===== src/rtl/oh_par2ser_tx.sv =====
// rtl/oh_par2ser_tx.sv - parallel-to-serial transmit stage with one-word pending buffer
//
// Accepts PW-bit words on a valid/ready handshake and emits them SW bits per
// cycle. A single pending buffer lets the next word be queued while the
// current one shifts, so consecutive words stream with no idle cycle.
//
// Ports:
//   clk        rising-edge clock
//   nreset     asynchronous active-low reset
//   din        parallel word to transmit
//   valid_in   din/datasize/lsbfirst valid; transfer on valid_in & ready_out
//   ready_out  pending buffer free, a word can be accepted this cycle
//   datasize   number of chunks to send minus one
//   lsbfirst   1 = emit low chunk first, 0 = emit high chunk first
//   fill       bit shifted into vacated shift-register positions
//   wait_in    downstream stall, freezes shifting while high
//   dout       current serial chunk
//   shift_out  dout valid this cycle
//   last_out   final chunk of a word (qualified by shift_out)
//   busy       shifter or pending buffer holds data

module oh_par2ser_tx #(
  parameter int PW = 64,
  parameter int SW = 1,
  parameter int CW = $clog2(PW/SW)
) (
  input  logic          clk,
  input  logic          nreset,
  input  logic [PW-1:0] din,
  input  logic          valid_in,
  output logic          ready_out,
  input  logic [CW-1:0] datasize,
  input  logic          lsbfirst,
  input  logic          fill,
  input  logic          wait_in,
  output logic [SW-1:0] dout,
  output logic          shift_out,
  output logic          last_out,
  output logic          busy
);

  typedef enum logic {IDLE, SHIFT} state_t;

  state_t        state;
  logic [PW-1:0] sreg;
  logic          order;
  logic [CW-1:0] count;
  logic [PW-1:0] pdin;
  logic [CW-1:0] psize;
  logic          plsb;
  logic          pending_valid;

  logic          accept;
  logic          advance;
  logic          done;
  logic [PW-1:0] sreg_shifted;

  // ready_out only looks at the pending buffer: the shifter is always able to
  // take a word or hand its own slot to the pending word at completion.
  assign ready_out = ~pending_valid;
  assign accept    = valid_in & ready_out;
  assign advance   = (state == SHIFT) & ~wait_in;
  assign done      = advance & (count == '0);

  assign shift_out = advance;
  assign last_out  = done;
  assign busy      = (state == SHIFT) | pending_valid;

  always_comb begin
    dout = '0;
    if (state == SHIFT) begin
      dout = order ? sreg[SW-1:0] : sreg[PW-1:PW-SW];
    end
  end

  // Shift toward whichever end is emitting.
  assign sreg_shifted = order ? {{SW{fill}}, sreg[PW-1:SW]}
                              : {sreg[PW-SW-1:0], {SW{fill}}};

  always_ff @(posedge clk or negedge nreset) begin
    if (!nreset) begin
      state         <= IDLE;
      sreg          <= '0;
      order         <= 1'b0;
      count         <= '0;
      pdin          <= '0;
      psize         <= '0;
      plsb          <= 1'b0;
      pending_valid <= 1'b0;
    end else begin
      case (state)
        IDLE: begin
          if (accept) begin
            sreg  <= din;
            count <= datasize;
            order <= lsbfirst;
            state <= SHIFT;
          end
        end
        SHIFT: begin
          if (done) begin
            // Pending word has priority; accept is impossible while it is held.
            if (pending_valid) begin
              sreg          <= pdin;
              count         <= psize;
              order         <= plsb;
              pending_valid <= 1'b0;
            end else if (accept) begin
              sreg  <= din;
              count <= datasize;
              order <= lsbfirst;
            end else begin
              state <= IDLE;
            end
          end else begin
            if (advance) begin
              sreg  <= sreg_shifted;
              count <= count - CW'(1);
            end
            if (accept) begin
              pdin          <= din;
              psize         <= datasize;
              plsb          <= lsbfirst;
              pending_valid <= 1'b1;
            end
          end
        end
      endcase
    end
  end

endmodule

===== config.mk =====
export PLATFORM = sky130hd
export DESIGN_NAME = oh_par2ser_tx
export DESIGN_NICKNAME = d
export VERILOG_FILES = /design/src/rtl/oh_par2ser_tx.sv
export SDC_FILE = /design/constraint.sdc
export NUM_CORES = 1
export LEC_CHECK = 0
export BUFFER_PORTS_ARGS = -buffer_cell sky130_fd_sc_hd__buf_4
export CELL_PAD_IN_SITES_DETAIL_PLACEMENT = 0
export CELL_PAD_IN_SITES_GLOBAL_PLACEMENT = 2
export CORE_ASPECT_RATIO = 1.1
export CORE_UTILIZATION = 44
export DETAILED_ROUTE_END_ITERATION = 16
export HOLD_SLACK_MARGIN = 0.06
export PLACE_DENSITY = 0.88
export RECOVER_POWER = 50
export SYNTH_ARGS = -nofsm -noshare
export SYNTH_HDL_FRONTEND = slang
export SYNTH_SLANG_ARGS = --single-unit

===== constraint.sdc =====
create_clock -name clk -period 3.9 [get_ports clk]
set_input_delay 0.585 -clock clk [delete_from_list [all_inputs] [get_ports clk]]
set_output_delay 0.585 -clock clk [all_outputs]
set_load 0.01 [all_outputs]

==> flow_metrics.tcl <==
set metrics [dict create \
    p_total_mw 8.08 \
    synth-simple-area-share 0.0630 \
    track_usage 0.230 \
    synth-edff-count 0 \
    fin_crit_sh 0.834 \
    synth_top_family_by_area "multiplexers" \
    outcome "finished with violations" \
    hold_viol 0 \
    cts.sink_count 144 \
    post_cts_buffers 0 \
    grt_max_degree 88 \
    rows 53 \
    hold_class "in -> reg" \
    avgSynthCellArea_sq_um 11.3 \
    cp_data_arrival_time_ps 2670 \
    ir_worst_vdd_mv 0.400 \
    async_flop_share 1.00 \
    synth-compound-area-share 0.207 \
    synthAdderAreaFrac 0.00284 \
    postCtsHoldBufs 0 \
    slew_violations 174 \
    synth_nets 858 \
    yosys.cell_types.count 47 \
    start_util 0.455 \
    clockBufferDepth 2 \
    path_common_cell "buf_4" \
    antenna_found_initial 0 \
    ys_ff_latch 144 \
    diodes 0 \
    rsz0062_at_grt "false" \
    synth_top_area_share 0.409 \
    p_per_area_nw_per_um2 808 \
    r2r_slack_ps 990 \
    whs_ps 407 \
    finalNonFillerCells 1071 \
    drtIter0Drc 443 \
    worst_slew_margin_rel -0.513 \
    n_fill_cell 1712 \
    layout-drive-gt1-share 0.324 \
    ant_nets 0 \
    avgRoutedWirePerCell_um 21.0 \
    numCtsBuffers 17 \
    critPathSlowestCell "dfrtp_2" \
    max_freq_mhz 307 \
    globalplace.congestion 0.804 \
    worstPathCellList "buf_4, or2_2, buf_4" \
    drtPass1Iterations 4 \
    synth.most_common_cell "dfrtp_1" \
    required_ps 3310 \
    finalClockSkew_ps 9.11 \
    syn_to_final_growth_pct 13.6 \
    tightestPinTransition_ps 2270 \
    cts-htree-levels 4 \
    violations "capacitance limit, slew limit" \
    drc 0 \
    cts_tree "done" \
    setup_viol 0 \
    clk_latency_ps 420 \
    io_pins 81 \
    path_clk_slew_ps 60 \
    startpoint_type "register" \
    worstSetupEndpointType "primary output" \
    synth_commonest_cells "dfrtp_1 (144), mux2i_1 (116), mux2_2 (98), a21oi_1 (67), nor2_1 (43)" \
    period_minus_slack_ps 3250 \
    die_h_um 150 \
    drt-total-wl_mm 22.5 \
    synth_xor_area_frac 0.000995 \
    syn_area_sq_um 8800 \
    muxShareOfSynthArea 0.260 \
    critPathBufInv 2 \
    synth_top_area_cell "dfrtp_1" \
    grt_pass1_vias 7167 \
    multiInputGateArea_sq_um 4720 \
    cp_max_fo 85 \
    dp.cells 1039 \
    die_x_um 137 \
    synthTopCellsByArea "dfrtp_1 (41%), mux2i_1 (13%), mux2_2 (13%)" \
    die-area_sq_um 20600 \
    grt_pass1_wl_mm 37.1 \
    nNetsFinal 889 \
    grt_overflow 0 \
    max_stage_delay_ps 1430 \
    cts_resized 0 \
    leakagePower_nw 4.21 \
    portBuffers 80 \
    dp_hpwl_mm 13.6 \
    vias_per_cell 6.28 \
    vias 6727 \
    coreArea_sq_um 19400 \
    yosysWarnings 0 \
    ys.flop_type "dfrtp_1" \
    seqCellArea_sq_um 3610 \
    crit_family "flip-flops" \
    maxCapViolations 2 \
    critPathKind "reg -> out" \
    syn_inst 780 \
    setup_tns_ps 0 \
    seq_area_frac_synth 0.409 \
    cts-root-buf "clkbuf_16" \
]
-- area by class of cell --
cell class,instances,area share
sequential,144,0.361
inverter,5,0.00188
multi-input combinational,547,0.472
tap,247,0.0309
clock inverter,11,0.0163
clock buffer,21,0.0451
timing repair buffer,96,0.0726
-- metal layers --
layer  track usage  part of all wire  vias up
met5             0                 0        -
met4        0.0874             0.019        0
met3        0.0370             0.040       28
met2         0.392              0.49      175
met1         0.293              0.45     3434
li1              -                 -     3090
-- worst paths after layout --
check | start | cells past startpoint | end
setup / recovery | pending_valid$_DFFE_PN0P_ | 3 | busy
setup reg to reg | count[0]$_DFFE_PN0P_ | 7 | pdin[48]$_DFFE_PN0P_
min in group asynchronous | nreset | 1 | pdin[38]$_DFFE_PN0P_
max in group asynchronous | nreset | 2 | psize[3]$_DFFE_PN0P_
hold reg to reg | pdin[54]$_DFFE_PN0P_ | 1 | pdin[54]$_DFFE_PN0P_
hold / removal | din[19] | 2 | sreg[19]$_DFFE_PN0P_
-- power breakdown --
group          leakage [nW]  internal, mW  switching (mW)
combinational          2.12          1.75            1.58
clock                 0.293          1.08           0.645
sequential             1.80          2.20           0.825
total                  4.21          5.03            3.05
-- kinds of logic (layout without fill, tap and decap cells) --
group | after synthesis | after routing
AND/OR/NAND/NOR | 102 | 102
multiplexers | 216 | 216
AO/OA/AOI/OAI | 226 | 226
XOR/XNOR | 1 | 1
buffers and inverters | 89 | 133
flip-flops | 144 | 144
adder cells (fa/ha/maj) | 2 | 2
-- cells in the final DEF, fill, tap and decap left out, drive strengths merged, types with 5 or more instances in the layout --
cell and instances:
a21oi 68, a221o 28, a2bb2oi 36, buf 93, clkbuf 24, dfrtp 144
inv 5, mux2 100, mux2i 116, nand2 12, nand4 29, nor2 43
o211ai 32, o21ai 10, o221ai 36
-- flip-flops by register name, indices dropped and copies added, names as in the netlist --
register	flops
pdin	64
sreg	64
count	6
psize	6
order	1
pending_valid	1
plsb	1
state	1
-- through the flow --
step | utilization | setup WS, ps | instance area (sq um)
floorplan | - | 1920 | 8800
global placement | 0.485 | 1100 | 9400
CTS | 0.517 | 644 | 10000
finish | 0.516 | 647 | 10000
global route | 0.516 | 467 | 10000
detailed placement | 0.485 | 1010 | 9400
Power figures use the tool's default switching activity.
